## src/rtl/arm_pipe_pkg.sv

```systemverilog
// Shared types and widths for the ARM pipeline control slice.
package arm_pipe_pkg;

  localparam int REG_W  = 4;
  localparam int WAIT_W = 8;

  typedef logic [REG_W-1:0] reg_tag_t;

  typedef enum logic [1:0] {
    RUN      = 2'd0,
    MEM_WAIT = 2'd1,
    HALT     = 2'd2
  } pctl_state_t;

  // A source operand collides with a producer only if that producer writes back.
  function automatic logic tag_match(input logic wb_en, input reg_tag_t src, input reg_tag_t dest);
    return wb_en & (src == dest);
  endfunction

endpackage

```

## src/rtl/pipeline_ctrl_if.sv

```systemverilog
// Decode/EXE/MEM observation bus and pipeline-control outputs of pipeline_ctrl.
interface pipeline_ctrl_if #(
  parameter int CNT_W = 16
);
  import arm_pipe_pkg::*;

  logic             id_valid;
  reg_tag_t         id_src1;
  reg_tag_t         id_src2;
  logic             id_two_src;
  reg_tag_t         exe_dest;
  logic             exe_wb_en;
  logic             exe_mem_read;
  reg_tag_t         mem_dest;
  logic             mem_wb_en;
  logic             fwd_en;
  logic             exe_branch;
  logic             mem_req;
  logic             mem_ready;

  logic             hazard_stall;
  logic             if_flush;
  logic             id_flush;
  logic             pipe_freeze;
  logic             mem_timeout;
  logic [CNT_W-1:0] stall_count;
  logic [CNT_W-1:0] flush_count;

  modport master (
    output id_valid, id_src1, id_src2, id_two_src, exe_dest, exe_wb_en, exe_mem_read,
           mem_dest, mem_wb_en, fwd_en, exe_branch, mem_req, mem_ready,
    input  hazard_stall, if_flush, id_flush, pipe_freeze, mem_timeout, stall_count, flush_count
  );

  modport slave (
    input  id_valid, id_src1, id_src2, id_two_src, exe_dest, exe_wb_en, exe_mem_read,
           mem_dest, mem_wb_en, fwd_en, exe_branch, mem_req, mem_ready,
    output hazard_stall, if_flush, id_flush, pipe_freeze, mem_timeout, stall_count, flush_count
  );

endinterface

```

## src/rtl/hazard_detect.sv

```systemverilog
// Register-tag comparison between the ID operands and the EXE/MEM destinations.
module hazard_detect
  import arm_pipe_pkg::*;
(
  input  logic     id_valid_i,
  input  reg_tag_t id_src1_i,
  input  reg_tag_t id_src2_i,
  input  logic     id_two_src_i,
  input  reg_tag_t exe_dest_i,
  input  logic     exe_wb_en_i,
  input  logic     exe_mem_read_i,
  input  reg_tag_t mem_dest_i,
  input  logic     mem_wb_en_i,
  input  logic     fwd_en_i,
  output logic     raw_hazard_o
);

  logic exe_hit;
  logic mem_hit;

  assign exe_hit = tag_match(exe_wb_en_i, id_src1_i, exe_dest_i)
                 | (id_two_src_i & tag_match(exe_wb_en_i, id_src2_i, exe_dest_i));
  assign mem_hit = tag_match(mem_wb_en_i, id_src1_i, mem_dest_i)
                 | (id_two_src_i & tag_match(mem_wb_en_i, id_src2_i, mem_dest_i));

  // With forwarding only a load in EXE cannot be bypassed in time.
  assign raw_hazard_o = id_valid_i & (fwd_en_i ? (exe_mem_read_i & exe_hit)
                                               : (exe_hit | mem_hit));

endmodule

```

## src/rtl/pipeline_ctrl.sv

```systemverilog
// Hazard stall / branch flush / memory-wait control with timeout-to-halt and
// saturating stall and flush event counters.
module pipeline_ctrl
  import arm_pipe_pkg::*;
#(
  parameter int MEM_TIMEOUT = 15,
  parameter int CNT_W       = 16
) (
  input  logic           clk,
  input  logic           rst,
  pipeline_ctrl_if.slave bus
);

  pctl_state_t       state_q, state_d;
  logic [WAIT_W-1:0] wait_cnt_q, wait_cnt_d;
  logic              mem_timeout_q, mem_timeout_d;
  logic [CNT_W-1:0]  stall_cnt_q, stall_cnt_d;
  logic [CNT_W-1:0]  flush_cnt_q, flush_cnt_d;

  logic raw_hazard;
  logic mem_stall;
  logic hazard_stall;
  logic if_flush;
  logic id_flush;
  logic pipe_freeze;

  hazard_detect u_hazard_detect (
    .id_valid_i     (bus.id_valid),
    .id_src1_i      (bus.id_src1),
    .id_src2_i      (bus.id_src2),
    .id_two_src_i   (bus.id_two_src),
    .exe_dest_i     (bus.exe_dest),
    .exe_wb_en_i    (bus.exe_wb_en),
    .exe_mem_read_i (bus.exe_mem_read),
    .mem_dest_i     (bus.mem_dest),
    .mem_wb_en_i    (bus.mem_wb_en),
    .fwd_en_i       (bus.fwd_en),
    .raw_hazard_o   (raw_hazard)
  );

  assign mem_stall = bus.mem_req & ~bus.mem_ready;

  // NOTE: non-blocking assignments in clocked blocks so every register samples pre-edge values.
  always_ff @(posedge clk or posedge rst) begin
    if (rst) begin
      state_q       <= RUN;
      wait_cnt_q    <= '0;
      mem_timeout_q <= 1'b0;
    end else begin
      state_q       <= state_d;
      wait_cnt_q    <= wait_cnt_d;
      mem_timeout_q <= mem_timeout_d;
    end
  end

  // NOTE: every always_comb output gets a default first so no path infers a latch.
  always_comb begin
    state_d       = state_q;
    wait_cnt_d    = wait_cnt_q;
    mem_timeout_d = mem_timeout_q;
    case (state_q)
      RUN: begin
        if (mem_stall) begin
          state_d    = MEM_WAIT;
          wait_cnt_d = WAIT_W'(1);
        end
      end
      MEM_WAIT: begin
        if (bus.mem_ready || !bus.mem_req) begin
          state_d    = RUN;
          wait_cnt_d = '0;
        end else if (wait_cnt_q == WAIT_W'(MEM_TIMEOUT - 1)) begin
          state_d       = HALT;
          mem_timeout_d = 1'b1;
        end else begin
          wait_cnt_d = wait_cnt_q + WAIT_W'(1);
        end
      end
      HALT:    state_d = HALT;
      default: state_d = RUN;
    endcase
  end

  // A frozen pipeline suppresses stall/flush; they re-evaluate once it is released.
  always_comb begin
    pipe_freeze  = 1'b0;
    hazard_stall = 1'b0;
    if_flush     = 1'b0;
    id_flush     = 1'b0;
    if (!rst) begin
      pipe_freeze = (state_q == HALT) | mem_stall;
      if (!pipe_freeze) begin
        if (bus.exe_branch) begin
          if_flush = 1'b1;
          id_flush = 1'b1;
        end else if (raw_hazard) begin
          hazard_stall = 1'b1;
          id_flush     = 1'b1;
        end
      end
    end
  end

  always_comb begin
    stall_cnt_d = stall_cnt_q;
    flush_cnt_d = flush_cnt_q;
    if (hazard_stall && (stall_cnt_q != '1)) stall_cnt_d = stall_cnt_q + CNT_W'(1);
    if (if_flush && (flush_cnt_q != '1))     flush_cnt_d = flush_cnt_q + CNT_W'(1);
  end

  always_ff @(posedge clk or posedge rst) begin
    if (rst) begin
      stall_cnt_q <= '0;
      flush_cnt_q <= '0;
    end else begin
      stall_cnt_q <= stall_cnt_d;
      flush_cnt_q <= flush_cnt_d;
    end
  end

  assign bus.hazard_stall = hazard_stall;
  assign bus.if_flush     = if_flush;
  assign bus.id_flush     = id_flush;
  assign bus.pipe_freeze  = pipe_freeze;
  assign bus.mem_timeout  = mem_timeout_q;
  assign bus.stall_count  = stall_cnt_q;
  assign bus.flush_count  = flush_cnt_q;

endmodule

```

## src/flat_wrapper.sv

```systemverilog
// flat-port wrapper written by rule: the top's interface ports become plain ports
module pipeline_ctrl_flat import arm_pipe_pkg::*;
#(
  parameter int MEM_TIMEOUT = 15,
  parameter int CNT_W       = 16
)
  (clk, rst, bus_id_valid, bus_id_src1, bus_id_src2, bus_id_two_src, bus_exe_dest, bus_exe_wb_en, bus_exe_mem_read, bus_mem_dest, bus_mem_wb_en, bus_fwd_en, bus_exe_branch, bus_mem_req, bus_mem_ready, bus_hazard_stall, bus_if_flush, bus_id_flush, bus_pipe_freeze, bus_mem_timeout, bus_stall_count, bus_flush_count);
  pipeline_ctrl_if #(.CNT_W(CNT_W)) bus_i ();
  input  logic clk;
  input  logic rst;
  input wire logic [$bits(bus_i.id_valid)-1:0] bus_id_valid;
  input wire logic [$bits(bus_i.id_src1)-1:0] bus_id_src1;
  input wire logic [$bits(bus_i.id_src2)-1:0] bus_id_src2;
  input wire logic [$bits(bus_i.id_two_src)-1:0] bus_id_two_src;
  input wire logic [$bits(bus_i.exe_dest)-1:0] bus_exe_dest;
  input wire logic [$bits(bus_i.exe_wb_en)-1:0] bus_exe_wb_en;
  input wire logic [$bits(bus_i.exe_mem_read)-1:0] bus_exe_mem_read;
  input wire logic [$bits(bus_i.mem_dest)-1:0] bus_mem_dest;
  input wire logic [$bits(bus_i.mem_wb_en)-1:0] bus_mem_wb_en;
  input wire logic [$bits(bus_i.fwd_en)-1:0] bus_fwd_en;
  input wire logic [$bits(bus_i.exe_branch)-1:0] bus_exe_branch;
  input wire logic [$bits(bus_i.mem_req)-1:0] bus_mem_req;
  input wire logic [$bits(bus_i.mem_ready)-1:0] bus_mem_ready;
  output wire logic [$bits(bus_i.hazard_stall)-1:0] bus_hazard_stall;
  output wire logic [$bits(bus_i.if_flush)-1:0] bus_if_flush;
  output wire logic [$bits(bus_i.id_flush)-1:0] bus_id_flush;
  output wire logic [$bits(bus_i.pipe_freeze)-1:0] bus_pipe_freeze;
  output wire logic [$bits(bus_i.mem_timeout)-1:0] bus_mem_timeout;
  output wire logic [$bits(bus_i.stall_count)-1:0] bus_stall_count;
  output wire logic [$bits(bus_i.flush_count)-1:0] bus_flush_count;
  assign bus_i.id_valid = bus_id_valid;
  assign bus_i.id_src1 = bus_id_src1;
  assign bus_i.id_src2 = bus_id_src2;
  assign bus_i.id_two_src = bus_id_two_src;
  assign bus_i.exe_dest = bus_exe_dest;
  assign bus_i.exe_wb_en = bus_exe_wb_en;
  assign bus_i.exe_mem_read = bus_exe_mem_read;
  assign bus_i.mem_dest = bus_mem_dest;
  assign bus_i.mem_wb_en = bus_mem_wb_en;
  assign bus_i.fwd_en = bus_fwd_en;
  assign bus_i.exe_branch = bus_exe_branch;
  assign bus_i.mem_req = bus_mem_req;
  assign bus_i.mem_ready = bus_mem_ready;
  assign bus_hazard_stall = bus_i.hazard_stall;
  assign bus_if_flush = bus_i.if_flush;
  assign bus_id_flush = bus_i.id_flush;
  assign bus_pipe_freeze = bus_i.pipe_freeze;
  assign bus_mem_timeout = bus_i.mem_timeout;
  assign bus_stall_count = bus_i.stall_count;
  assign bus_flush_count = bus_i.flush_count;
  pipeline_ctrl #(.MEM_TIMEOUT(MEM_TIMEOUT), .CNT_W(CNT_W)) u_core (.clk(clk), .rst(rst), .bus(bus_i));
endmodule
```

## config.mk

```make
export PLATFORM = sky130hd
export DESIGN_NAME = pipeline_ctrl_flat
export DESIGN_NICKNAME = d
export VERILOG_FILES = /design/src/rtl/arm_pipe_pkg.sv /design/src/rtl/pipeline_ctrl_if.sv /design/src/rtl/hazard_detect.sv /design/src/rtl/pipeline_ctrl.sv /design/src/flat_wrapper.sv
export SDC_FILE = /design/constraint.sdc
export NUM_CORES = 1
export LEC_CHECK = 0
export ABC_AREA = 0
export CORE_MARGIN = 2
export CORE_UTILIZATION = 45
export CTS_BUF_LIST = sky130_fd_sc_hd__clkbuf_4 sky130_fd_sc_hd__clkbuf_8
export DETAILED_ROUTE_END_ITERATION = 7
export PLACE_DENSITY_LB_ADDON = 0.25
export SETUP_SLACK_MARGIN = 0.05
export SLEW_MARGIN = 20
export SYNTH_ARGS = -nofsm -noshare
export SYNTH_HDL_FRONTEND = slang
export SYNTH_SLANG_ARGS = --single-unit
```

## constraint.sdc

```tcl
create_clock -name clk -period 3.35 [get_ports clk]
set_input_delay 0.67 -clock clk [delete_from_list [all_inputs] [get_ports clk]]
set_output_delay 0.67 -clock clk [all_outputs]
set_load 0.01 [all_outputs]
```

==> results.sh, run 1 <==
export IMPL_rows=26
export IMPL_ios=64
export IMPL_die_h_um=76.3
export IMPL_synth_area_leaders="dfrtp_1 (46%), xor2_1 (11%), xnor2_1 (6.7%)"
export IMPL_gp_congestion=0.829
export IMPL_seq_power_share_pct=48.1
export IMPL_n_fill_cell=428
export IMPL_power_switching_mw=0.353
export IMPL_rsz0062_at_grt="no"
export IMPL_htreeDepth=2
export IMPL_drv_slew=0
export IMPL_n_antenna_cell=0
export IMPL_p_clk_share_pct=31.5
export IMPL_drc_errors=0
export IMPL_total_power_mw=1.28
export IMPL_syn_num_nets=263
export IMPL_fin_crit_sh_pct=95.2
export IMPL_cts_root_buf="clkbuf_8"
export IMPL_setup_violations=0
export IMPL_synth_top_area_cell="dfrtp_1"
export IMPL_nets=340
export IMPL_numPortBuffers=63
export IMPL_grt_pass1_vias=1819
export IMPL_pre_cts_slack_ns=-0.0930
export IMPL_synth_seq_cells=43
export IMPL_drive_gt1_share_pct=9.68
export IMPL_use_met1_pct=27.8
export IMPL_path_class="input port to output pin"
export IMPL_post_synth_num_cell_types=38
export IMPL_slowest_delay_ns=0.46
export IMPL_clk_latency_ns=0.30
export IMPL_use_met2_pct=27.8
export IMPL_outcome="completed"
export IMPL_cp_end_kind="output pin"
export IMPL_clockBufferDepth=2
export IMPL_cp_data_required_time_ns=2.68
export IMPL_vias=2008
export IMPL_cts_sinks=43
export IMPL_max_freq_mhz=313
export IMPL_finalHoldViolCount=0
export IMPL_synth_top_cell_area_share_pct=45.7
export IMPL_path_cells="clkdlybuf4s50_1 > xor2_1 > o41ai_2 > a32oi_2 > buf_4 > nor3_1 > dlygate4sd2_1"
export IMPL_grt_start_max_net_pins=29
export IMPL_grt_pass1_wl_um=8980
export IMPL_ys_seq_area_share_pct=45.7
export IMPL_skew_ns=0.00627
export IMPL_internal_power_mw=0.931
export IMPL_critPathMaxFanout=2
export IMPL_drt_first_pass_iters=4
export IMPL_syn_inst=232
export IMPL_tightest_slew_ns=0.441
export IMPL_grtUsageTotal_pct=19.1
export IMPL_cap_violations=0
export IMPL_drt_total_wl_um=5140
export IMPL_cts_buffers=5
export IMPL_wire_per_inst_um=13.5
export IMPL_yosysMostFrequentCell="dfrtp_1"
export IMPL_overflow=0
export IMPL_grt_antenna_before_repair=0
export IMPL_fin_ws_ns=0.160
export IMPL_hpwl_um=3800
export IMPL_synth_area_um2=2350
export IMPL_cts_tree="built"
export IMPL_leakagePower_nw=1.47
export IMPL_ys_warn_count=0
export IMPL_fp_dieW_um=76.3
export IMPL_area_delta_synth_final_pct=37.7
export IMPL_start_kind="input port"
export IMPL_start_util_pct=46.4
export IMPL_ir_worst_vdd_uv=362
export IMPL_swShare_pct=27.5
export IMPL_cp_slowest_cell="clkdlybuf4s50_1"
export IMPL_ys_flop_type="dfrtp_1"
export IMPL_grt_busiest_layer="met1"
export IMPL_core_area_um2=5070
export IMPL_worstHoldPathType="register to register"
export IMPL_via_per_inst=5.28
export IMPL_clkTransAtPathRegs_ns=0.08
export IMPL_ant_nets=0
export IMPL_max_slew_margin_rel_pct=70.3
export IMPL_design_die_area_um2=5830
export IMPL_pwr_share_comb_pct=20.3
export IMPL_arrival_ns=2.52
export IMPL_synthTopCellsByCount="dfrtp_1 (43), xor2_1 (29), nand2_1 (19)"
export IMPL_synth_edf_count=0
export IMPL_fin_crit_ns=3.19
export IMPL_avgSynthCellArea_um2=10.1
export IMPL_async_reset_ff_share_pct=100
export IMPL_fin_util_pct=63.9
export IMPL_use_met3_pct=5.33
export IMPL_power_density_nw_per_um2=396
export IMPL_drtIter0Drc=144
per-stage QoR:
| step | hold WS, ns | std cells | instance area, um2 | setup TNS (ns) |
|---|---|---|---|---|
| 2_1_floorplan | 0.438 | 232 | 2350 | 0 |
| 3_3_place_gp | 0.454 | 370 | 3110 | -0.118 |
| 3_5_place_dp | 0.463 | 370 | 3110 | -0.143 |
| 4_1_cts | 0.479 | 380 | 3240 | 0 |
| 5_1_grt | 0.494 | 380 | 3240 | 0 |
| 6_report | 0.472 | 380 | 3240 | 0 |
per-layer routing:
| metal | wire length [um] | part of all wire [%] |
|---|---|---|
| met5 | 0 | 0 |
| met4 | 48 | 0.93 |
| met3 | 329 | 6.4 |
| met2 | 2290 | 45 |
| met1 | 2470 | 48 |
final cells by class:
cell class                 count  area [um2]  share of cell area [%]
multi-input combinational    178        1230                    38.0
tap                           70        87.6                    2.70
timing repair buffer          72         699                    21.6
clock buffer                   5        68.8                    2.12
clock inverter                 3        43.8                    1.35
sequential                    43        1080                    33.2
inverter                       9        33.8                    1.04
power groups by stage:
stage	clock [mW]	sequential (mW)	combinational, mW
after global routing	0.439	0.626	0.288
final	0.405	0.618	0.261
after floorplan	0	0.632	0.105
after global placement	0	0.628	0.255
after detailed placement	0	0.627	0.260
after CTS	0.416	0.617	0.265
final timing paths:
| check | start | to | slack (ns) | cells after the start |
|---|---|---|---|---|
| min in group asynchronous | rst | u_core.bus.flush_count[15] | 0.79 | 3 |
| worst min register to register | u_core.wait_cnt_q[7] | u_core.wait_cnt_q[7] | 0.47 | 1 |
| worst max register to register | u_core.bus.stall_count[0] | u_core.bus.stall_count[1] | 1.17 | 6 |
| worst min-delay path | u_core.wait_cnt_q[7] | u_core.wait_cnt_q[7] | 0.47 | 1 |
| max in group asynchronous | rst | u_core.bus.stall_count[10] | 2.23 | 3 |
| worst max-delay path | bus_id_src2[1] | bus_hazard_stall | 0.16 | 7 |
cell usage in the layout (no fill, tap or decap), drive strengths merged, types with 2 or more instances in the layout:
cell	instances
xnor2	18
o41ai	2
nand4	12
clkinv	3
nor3	12
clkdlybuf4s50	61
nand2b	2
ha	4
xor2	29
a211o	2
nor2b	2
a21oi	5
clkbuf	5
inv	8
buf	9
o21ai	10
nand2	19
nor4	9
dfrtp	43
mux2	2
nand3	16
and3	6
nor2	13
o31ai	6
what timing repair did:
| item | in CTS | in global routing |
|---|---|---|
| setup endpoints to repair | 2 | 1 |
| resized for setup | 2 | 1 |
| setup buffers | 2 | 0 |
| pin swaps | 1 | 0 |
| cloned | 0 | 0 |
| hold buffers | 0 | 0 |
kinds of logic after synthesis:
group / share of synthesized area, %
buffers and inverters: 2.23
xor gates and xnor gates: 17.5
and+or+nand+nor: 23.4
adders and majority gates: 2.13
DFF: 45.7
muxes: 0.956
AOI/OAI and AO/OA: 8.13
state kept, by name (all words and copies together), names as in the netlist:
signal                  flops
u_core.bus.flush_count     16
u_core.bus.stall_count     16
u_core.state_q              2
u_core.wait_cnt_q           8
u_core.bus.mem_timeout      1
critical path, delay by kind of cell:
kind            cells  cell delay [ns]
xor+xnor            1             0.19
buf+inv             3             0.93
compound gates      2             0.55
simple gates        1             0.18
Note: power is estimated with default switching activity, not from simulation.
==> run 2, diff against run 1 <==
Settings changed: CELL_PAD_IN_SITES_DETAIL_PLACEMENT from default to 0, CELL_PAD_IN_SITES_GLOBAL_PLACEMENT from default to 1, CORE_UTILIZATION 45 to 37, CTS_BUF_LIST sky130_fd_sc_hd__clkbuf_4 sky130_fd_sc_hd__clkbuf_8 to sky130_fd_sc_hd__clkbuf_16, SYNTH_HIERARCHICAL from default to 1.
==> results.sh, run 2 <==
export IMPL_synth_edf_count=0
export IMPL_rsz0062_at_grt="no"
export IMPL_gp_congestion=0.872
export IMPL_internal_power_mw=0.970
export IMPL_cts_tree="built"
export IMPL_vias=2092
export IMPL_fin_crit_sh_pct=93.2
export IMPL_swShare_pct=26.0
export IMPL_grt_antenna_before_repair=0
export IMPL_layout_commonest_cell="clkdlybuf4s50_1"
export IMPL_setup_violations=0
export IMPL_critPathMaxFanout=2
export IMPL_crit_start="bus_exe_dest[0]"
export IMPL_ys_flop_type="dfrtp_1"
export IMPL_max_freq_mhz=320
export IMPL_start_util_pct=38.1
export IMPL_drive_gt1_share_pct=7.43
export IMPL_hp_start="u_core/bus.mem_timeout"
export IMPL_power_density_nw_per_um2=394
export IMPL_die_h_um=84.9
export IMPL_slowest_delay_ns=0.44
export IMPL_clockBufferDepth=2
export IMPL_drt_total_wl_um=5640
export IMPL_max_slew_margin_rel_pct=48.4
export IMPL_ys_seq_area_share_pct=44.5
export IMPL_yosysMostFrequentCell="dfrtp_1"
export IMPL_ir_worst_vdd_uv=366
export IMPL_n_fill_cell=600
export IMPL_syn_inst=248
export IMPL_synth_area_leaders="dfrtp_1 (44%), xor2_1 (14%), nor4_1 (4.4%)"
export IMPL_fp_dieW_um=84.9
export IMPL_tightest_slew_ns=0.767
export IMPL_core_area_um2=6350
export IMPL_synth_top_cell_area_share_pct=44.5
export IMPL_n_antenna_cell=0
export IMPL_power_switching_mw=0.341
export IMPL_layout_common_cells="clkdlybuf4s50_1 (61), dfrtp_1 (43), xor2_1 (39)"
export IMPL_finalHoldViolCount=0
export IMPL_skew_ns=0.00614
export IMPL_ios=64
export IMPL_hold_slack_ns=0.461
export IMPL_fin_ws_ns=0.227
export IMPL_seq_power_share_pct=47.1
export IMPL_syn_num_nets=279
export IMPL_clk_latency_ns=0.28
export IMPL_cts_buffers=5
export IMPL_synthTopCellsByCount="dfrtp_1 (43), xor2_1 (39), nand2_1 (21)"
export IMPL_synth_seq_cells=43
export IMPL_ys_warn_count=6
export IMPL_area_delta_synth_final_pct=37.4
export IMPL_grt_pass1_vias=2074
export IMPL_start_kind="input port"
export IMPL_total_power_mw=1.31
export IMPL_outcome="completed"
export IMPL_regToRegStartpoint="u_core/bus.flush_count[0]"
export IMPL_hpwl_um=4140
export IMPL_pwr_share_comb_pct=18.7
export IMPL_post_synth_num_cell_types=37
export IMPL_cp_end_kind="output pin"
export IMPL_cp_data_required_time_ns=2.68
export IMPL_rows=29
export IMPL_register_area_um2=1080
export IMPL_synth_top_area_cell="dfrtp_1"
export IMPL_wire_per_inst_um=14.1
export IMPL_design_die_area_um2=7200
export IMPL_grt_start_max_net_pins=40
export IMPL_overflow=0
export IMPL_leakagePower_nw=1.52
export IMPL_arrival_ns=2.45
export IMPL_numPortBuffers=63
export IMPL_async_reset_ff_share_pct=100
export IMPL_multiInputGateArea_um2=1280
export IMPL_drt_first_pass_iters=4
export IMPL_pre_cts_slack_ns=-0.149
export IMPL_drtIter0Drc=114
export IMPL_path_class="input port to output pin"
export IMPL_drv_slew=0
export IMPL_reg2reg_slack_ns=1.14
export IMPL_avgSynthCellArea_um2=9.76
export IMPL_grtUsageTotal_pct=16.1
export IMPL_htreeDepth=2
export IMPL_p_clk_share_pct=34.2
export IMPL_cap_violations=0
export IMPL_clkTransAtPathRegs_ns=0.06
export IMPL_nets=353
export IMPL_cp_slowest_cell="clkdlybuf4s50_1"
export IMPL_worstHoldPathType="register to register"
export IMPL_grt_pass1_wl_um=9660
export IMPL_drc_errors=0
export IMPL_cts_root_buf="clkbuf_16"
export IMPL_via_per_inst=5.23
export IMPL_synth_area_um2=2420
export IMPL_fin_crit_ns=3.12
export IMPL_cts_sinks=43
export IMPL_ant_nets=0
export IMPL_path_cells="clkdlybuf4s50_1 > xor2_1 > nor4_1 > a31oi_1 > o22ai_1 > buf_4 > o2111a_1 > dlygate4sd2_1"
## run 2: changes by cell type in the layout (fill, tap and decap cells not counted), sizes merged, moves of 3 or more
| cell | previous run | this run |
|---|---|---|
| xor2 | 29 | 39 |
| a21oi | 5 | 2 |
| a31oi | 0 | 3 |
| o31ai | 6 | 3 |
| nand3 | 16 | 11 |
| and4 | 1 | 4 |
| mux2i | 0 | 5 |
| mux2 | 2 | 5 |
| xnor2 | 18 | 4 |
| inv | 8 | 11 |
| nor4 | 9 | 17 |
| nor4b | 1 | 4 |
## run 2: path summary, 6_finish.rpt
| path | to | cells past startpoint |
|---|---|---|
| min in group asynchronous | u_core/bus.stall_count[2] | 2 |
| worst min register to register | u_core/bus.mem_timeout | 2 |
| worst max-delay path | bus_id_flush | 8 |
| worst min-delay path | u_core/bus.mem_timeout | 2 |
| worst max register to register | u_core/bus.flush_count[1] | 6 |
| max in group asynchronous | u_core/bus.flush_count[3] | 3 |
## run 2: power by group through the flow
stage          sequential, mW  clock [mW]  combinational [mW]
2_1_floorplan           0.632           0              0.0918
3_3_place_gp            0.626           0               0.244
3_5_place_dp            0.627           0               0.246
4_1_cts                 0.619       0.464               0.247
5_1_grt                 0.625       0.482               0.269
6_report                0.618       0.448               0.245
## run 2: cells by family (layout without fill, tap and decap cells)
kind of cell / Yosys count / in the layout / synth area share (%)
and+or+nand+nor: 107 / 107 / 24.1
xor gates and xnor gates: 43 / 43 / 15.6
DFF: 43 / 43 / 44.5
AOI/OAI and AO/OA: 24 / 24 / 6.36
buffers and inverters: 17 / 92 / 3.00
muxes: 10 / 10 / 4.39
adders and majority gates: 4 / 4 / 2.07
## run 2: cell type report
class / instances / area share (%)
sequential: 43 / 32.4
tap: 77 / 2.90
multi-input combinational: 188 / 38.4
clock buffer: 5 / 3.76
clock inverter: 3 / 0.339
timing repair buffer: 73 / 21.0
inverter: 11 / 1.24
## run 2: metal layers
layer  vias up  global-route usage (%)  wire [um]
met5         -                       0          0
met4         0                    4.47         42
li1       1050                       -          -
met2        42                    25.2       2600
met1       996                    23.0       2800
met3         4                    2.92        188
## run 2: timing repair
action,4_1_cts,5_1_grt
endpoints found under the setup margin,2,1
hold buffers,0,0
endpoints found under the hold margin,0,0
buffers inserted,0,0
pin swaps,1,2
resized for setup,3,2
## run 2: worst max-delay path, delay by kind of cell
| kind | cells | cell delay (ns) |
|---|---|---|
| simple gates | 1 | 0.29 |
| xor+xnor | 1 | 0.18 |
| buf+inv | 3 | 0.84 |
| compound gates | 3 | 0.46 |
## run 2: through the flow
stage / TNS, ns / cell area (um2) / cells / utilization, %
after global routing: 0 / 3330 / 400 / 52.4
after floorplan: 0 / 2420 / 248 / -
after detailed placement: -0.179 / 3190 / 392 / 50.2
after CTS: 0 / 3330 / 400 / 52.4
final: 0 / 3330 / 400 / 52.4
after global placement: -0.175 / 3190 / 392 / 50.2
==> run 3, diff against run 2 <==
Settings changed: SLEW_MARGIN 20 to 15.
==> results of run 3 <==
Final layout, timing and power as in run 2 (identical DEF).
